$ cat src/rtl/breath_mode_ctrl.sv
// ============================================================================
// breath_mode_ctrl : push-button debounce and 5-state mode FSM for breath LED
// Optional long-press-to-OFF feature: BREATH_MODE_LONG_PRESS_EN
// Revision: 1.0
// ============================================================================
`default_nettype none

module breath_mode_ctrl #(
    parameter logic [19:0] CNT_DEB_MAX  = 20'd9
`ifdef BREATH_MODE_LONG_PRESS_EN
    , parameter logic [23:0] CNT_LONG_MAX = 24'd49
`endif
) (
    input  logic       sys_clk,
    input  logic       sys_rst,
    input  logic       key_in,
    output logic       key_flag,
    output logic [2:0] mode,
    output logic       breath_en,
    output logic [1:0] speed_sel,
    output logic       led_on,
    output logic       mode_chg
);

    typedef enum logic [2:0] {
        OFF  = 3'd0,
        SLOW = 3'd1,
        MED  = 3'd2,
        FAST = 3'd3,
        ON   = 3'd4
    } mode_t;

    mode_t       state;
    mode_t       state_nxt;
    logic        key_s1;
    logic        key_s2;
    logic [1:0]  sync_fill;
    logic [19:0] cnt_deb;
    logic        armed;
    logic        flag_hit;
    logic        long_hit;
    logic        breath_en_nxt;
    logic [1:0]  speed_sel_nxt;
    logic        led_on_nxt;

    assign mode     = state;
    assign flag_hit = !key_s2 && (cnt_deb == CNT_DEB_MAX - 20'd1) && armed;

`ifdef BREATH_MODE_LONG_PRESS_EN
    logic [23:0] cnt_long;

    always_ff @(posedge sys_clk) begin
        if (sys_rst) begin
            cnt_long <= 24'd0;
        end else if (key_s2) begin
            cnt_long <= 24'd0;
        end else if ((cnt_deb == CNT_DEB_MAX) && (cnt_long != CNT_LONG_MAX)) begin
            cnt_long <= cnt_long + 24'd1;
        end
    end

    assign long_hit = !key_s2 && (cnt_long == CNT_LONG_MAX);
`else
    assign long_hit = 1'b0;
`endif

    // sync_fill keeps the reset value of key_s2 from arming: only a release
    // actually sampled from key_in may arm the next press.
    always_ff @(posedge sys_clk) begin
        if (sys_rst) begin
            key_s1    <= 1'b1;
            key_s2    <= 1'b1;
            sync_fill <= 2'b00;
            cnt_deb   <= 20'd0;
            armed     <= 1'b0;
            key_flag  <= 1'b0;
        end else begin
            key_s1    <= key_in;
            key_s2    <= key_s1;
            sync_fill <= {sync_fill[0], 1'b1};
            key_flag  <= flag_hit;
            if (key_s2) begin
                cnt_deb <= 20'd0;
            end else if (cnt_deb != CNT_DEB_MAX) begin
                cnt_deb <= cnt_deb + 20'd1;
            end
            if (key_s2 && sync_fill[1]) begin
                armed <= 1'b1;
            end else if (flag_hit) begin
                armed <= 1'b0;
            end
        end
    end

    always_ff @(posedge sys_clk) begin
        if (sys_rst) begin
            state     <= OFF;
            breath_en <= 1'b0;
            speed_sel <= 2'd0;
            led_on    <= 1'b0;
            mode_chg  <= 1'b0;
        end else begin
            state     <= state_nxt;
            breath_en <= breath_en_nxt;
            speed_sel <= speed_sel_nxt;
            led_on    <= led_on_nxt;
            mode_chg  <= (state_nxt != state);
        end
    end

    always_comb begin
        state_nxt     = state;
        breath_en_nxt = 1'b0;
        speed_sel_nxt = 2'd0;
        led_on_nxt    = 1'b0;
        case (state)
            OFF:     if (key_flag) state_nxt = SLOW;
            SLOW:    if (key_flag) state_nxt = MED;
            MED:     if (key_flag) state_nxt = FAST;
            FAST:    if (key_flag) state_nxt = ON;
            ON:      if (key_flag) state_nxt = OFF;
            default: state_nxt = OFF;
        endcase
        if (long_hit) begin
            state_nxt = OFF;
        end
        case (state_nxt)
            SLOW: begin
                breath_en_nxt = 1'b1;
                speed_sel_nxt = 2'd0;
            end
            MED: begin
                breath_en_nxt = 1'b1;
                speed_sel_nxt = 2'd1;
            end
            FAST: begin
                breath_en_nxt = 1'b1;
                speed_sel_nxt = 2'd2;
            end
            ON:      led_on_nxt = 1'b1;
            default: ;
        endcase
    end

endmodule

`default_nettype wire
$ cat config.mk
export PLATFORM = sky130hd
export DESIGN_NAME = breath_mode_ctrl
export DESIGN_NICKNAME = d
export VERILOG_FILES = /design/src/rtl/breath_mode_ctrl.sv
export SDC_FILE = /design/constraint.sdc
export NUM_CORES = 1
export LEC_CHECK = 0
export ABC_AREA = 0
export CAP_MARGIN = 25
export CORE_MARGIN = 5
export CORE_UTILIZATION = 55
export CTS_CLUSTER_SIZE = 28
export DETAILED_ROUTE_END_ITERATION = 6
export PLACE_DENSITY_LB_ADDON = 0.3
export RECOVER_POWER = 50
export SKIP_CTS_REPAIR_TIMING = 1
export SLEW_MARGIN = 20
export SYNTH_ARGS = -nofsm -noshare
export SYNTH_HDL_FRONTEND = slang
export SYNTH_SLANG_ARGS = --single-unit
$ cat constraint.sdc
create_clock -name sys_clk -period 2.2 [get_ports sys_clk]
set_input_delay 0.44 -clock sys_clk [delete_from_list [all_inputs] [get_ports sys_clk]]
set_output_delay 0.44 -clock sys_clk [all_outputs]
set_load 0.01 [all_outputs]
==> results.json <==
{
  "cts.sinks": 34,
  "antenna_found_initial": 0,
  "synthToLayoutAreaGrowth_pct": 13.3,
  "clkPwrFrac": 0.348,
  "seq_power_share": 0.634,
  "arrival_ns": 2.18,
  "root_buffer": "clkbuf_4",
  "syn-num-nets": 165,
  "cp_data_required_time_ns": 2.47,
  "drtIter0Drc": 57,
  "clk-insertion-delay-late_ns": 0.34,
  "irDropWorstVdd_uv": 501,
  "portBuffers": 11,
  "holdCritPathClass": "register to register",
  "p_comb_frac": 0.019,
  "rows": 18,
  "antenna_cells": 0,
  "yosysWarnings": 0,
  "p_leak_nw": 0.513,
  "grt_overflow": 0,
  "crit_slowest_cell": "or4_4",
  "ioPinCount": 12,
  "drive_gt1_frac": 0.0925,
  "slew-limit-headroom": 0.422,
  "cts.clk_slew.worst_paths_ns": 0.09,
  "fin_nets": 180,
  "drt_first_pass_iters": 4,
  "drv_cap": 0,
  "setup_slack_ns": 0.292,
  "hold_slack_ns": 0.424,
  "syn_area_mm2": 0.00141,
  "clockBufferDepth": 2,
  "grt_usage": 0.182,
  "hold_viol": 0,
  "status": "finished clean",
  "drv_slew": 0,
  "switching_share": 0.216,
  "first_global_vias": 1089,
  "place.gp.congestion": 0.817,
  "finalCritPeriodShare": 0.867,
  "startpoint_type": "register",
  "dr_total_vias": 1117,
  "crit_path_max_incr_delay_ns": 0.49,
  "vias_per_cell": 5.50,
  "cts_tree": "built",
  "grt_max_degree": 17,
  "ys_seq_elements": 34,
  "critPathCaptureType": "register",
  "rsz0062_at_grt": "false",
  "powerDensity_mw_per_mm2": 615,
  "internal_power_w": 0.000772,
  "grt_first_pass_wirelength_um": 4860,
  "core-area_mm2": 0.00248,
  "cts_max_level": 2,
  "worstPathMaxFanout": 6,
  "drc_errors": 0,
  "yosysSeqAreaShare": 0.481,
  "fin_tns_setup_ns": 0,
  "cts_buffers": 5,
  "synthCells": 159,
  "setup_viol": 0,
  "final_util": 0.646,
  "max_freq_mhz": 524,
  "avgSynthCellArea_um2": 8.89,
  "yosysTopAreaCellShare": 0.481,
  "hpwl_um": 1860,
  "synth-edff-count": 0,
  "fp.dieW_um": 60.7,
  "dieArea_mm2": 0.00368,
  "die_h_um": 60.7,
  "p_sw_w": 0.000213,
  "period_minus_slack_ns": 1.91,
  "dp_slack_ns": 0.338,
  "wl_per_cell_um": 13.1,
  "ys_types": 27,
  "path_class": "register to register",
  "crit_chain": "ha_1, nand3_1, or4_4, or3_1, a21oi_1",
  "synth.area.top_cells": "dfxtp_1, o21ai_0, xnor2_1",
  "wl_um": 2670,
  "synth_ff_type": "dfxtp_1",
  "tightest_slew_ns": 0.866,
  "rrSetupSlack_ns": 0.29,
  "initial_core_util": 0.571,
  "ant_nets": 0,
  "synth_largest_area_cell": "dfxtp_1",
  "synth-async-reset-ratio": 0,
  "clock_skew_ns": 0.00529
}
-- cells in the mapped netlist, drive strengths merged, types with 2 or more instances --
cell    instances
a21oi          13
and3            2
clkbuf          3
dfxtp          34
ha              3
inv             9
nand2           7
nand2b          2
nand3          10
nand4           3
nor2           16
nor3            5
nor4            8
o21ai          14
or2             3
or3             9
or4             2
xnor2           8
xor2            4
-- worst max-delay path: cells and delay by family (launching register included) --
kind	cells	cell delay, ns
and+or+nand+nor	3	1.00
AOI/OAI and AO/OA	1	0.14
DFF	1	0.45
adders and majority gates	1	0.25
-- area by class of cell --
| cell class | count | area, um2 |
|---|---|---|
| inverters | 9 | 33.8 |
| clock buffers | 6 | 51.3 |
| flip-flops and latches | 34 | 681 |
| repair buffers | 11 | 110 |
| fillers | 210 | 876 |
| well taps | 30 | 37.5 |
| multi-input cells | 113 | 688 |
-- power by group through the flow --
stage,sequential (W),clock (W),combinational [W]
3_3_place_gp,0.000639,0,0.0000173
5_1_grt,0.000626,0.000379,0.0000209
3_5_place_dp,0.000639,0,0.0000185
6_report,0.000624,0.000342,0.0000182
2_1_floorplan,0.000638,0,0.0000121
4_1_cts,0.000624,0.000344,0.0000188
-- final timing paths --
kind | from | to | cells past startpoint
max | cnt_deb[0]$_SDFFE_PP0P_ | cnt_deb[18]$_SDFFE_PP0P_ | 5
min | key_s1$_SDFF_PP1_ | key_s2$_SDFF_PP1_ | 1
max reg2reg | cnt_deb[0]$_SDFFE_PP0P_ | cnt_deb[18]$_SDFFE_PP0P_ | 5
min reg2reg | key_s1$_SDFF_PP1_ | key_s2$_SDFF_PP1_ | 1
-- metal layers --
metal / wire [um] / GRT usage / part of all wire
met1: 1280 / 0.215 / 0.48
met2: 1240 / 0.293 / 0.46
met3: 102 / 0.0723 / 0.038
met4: 54 / 0.0743 / 0.020
met5: 0 / 0 / 0
-- placed cells by master, fill, tap and decap left out, types with 2 or more instances in the layout --
master / count
xor2_1: 4
dfxtp_1: 34
nor4_1: 8
or2_2: 2
ha_1: 3
inv_1: 9
clkdlybuf4s50_1: 10
nor3_1: 5
or4_4: 2
xnor2_1: 8
nand2_1: 7
a21oi_1: 13
or3_1: 8
clkbuf_4: 5
nor2_1: 16
nand4_1: 2
o21ai_0: 14
nand3_1: 8
nand3_2: 2
nand2b_1: 2
-- metrics by stage --
step,cell area (um2),cells,total power (W)
floorplan,1410,159,0.000650
global placement,1550,197,0.000656
detailed placement,1550,197,0.000657
CTS,1600,203,0.000987
global route,1600,203,0.00103
finish,1600,203,0.000985
-- registers in the layout (all words and copies together) (netlist names) --
| name | cells |
|---|---|
| cnt_deb | 20 |
| led_on | 1 |
| key_s1 | 1 |
| mode | 3 |
| sync_fill | 2 |
| armed | 1 |
| key_flag | 1 |
| breath_en | 1 |
| mode_chg | 1 |
| speed_sel | 2 |
| key_s2 | 1 |
-- logic make-up (layout without fill, tap and decap cells) --
family	Yosys count	in the layout	synth area share
AO/OA/AOI/OAI	27	27	0.0956
flip-flops	34	34	0.481
buffers and inverters	12	26	0.0319
adder cells (fa/ha/maj)	3	3	0.0266
XOR/XNOR	12	12	0.0743
AND/OR/NAND/NOR	71	71	0.290
(Power assumes the default switching activity.)
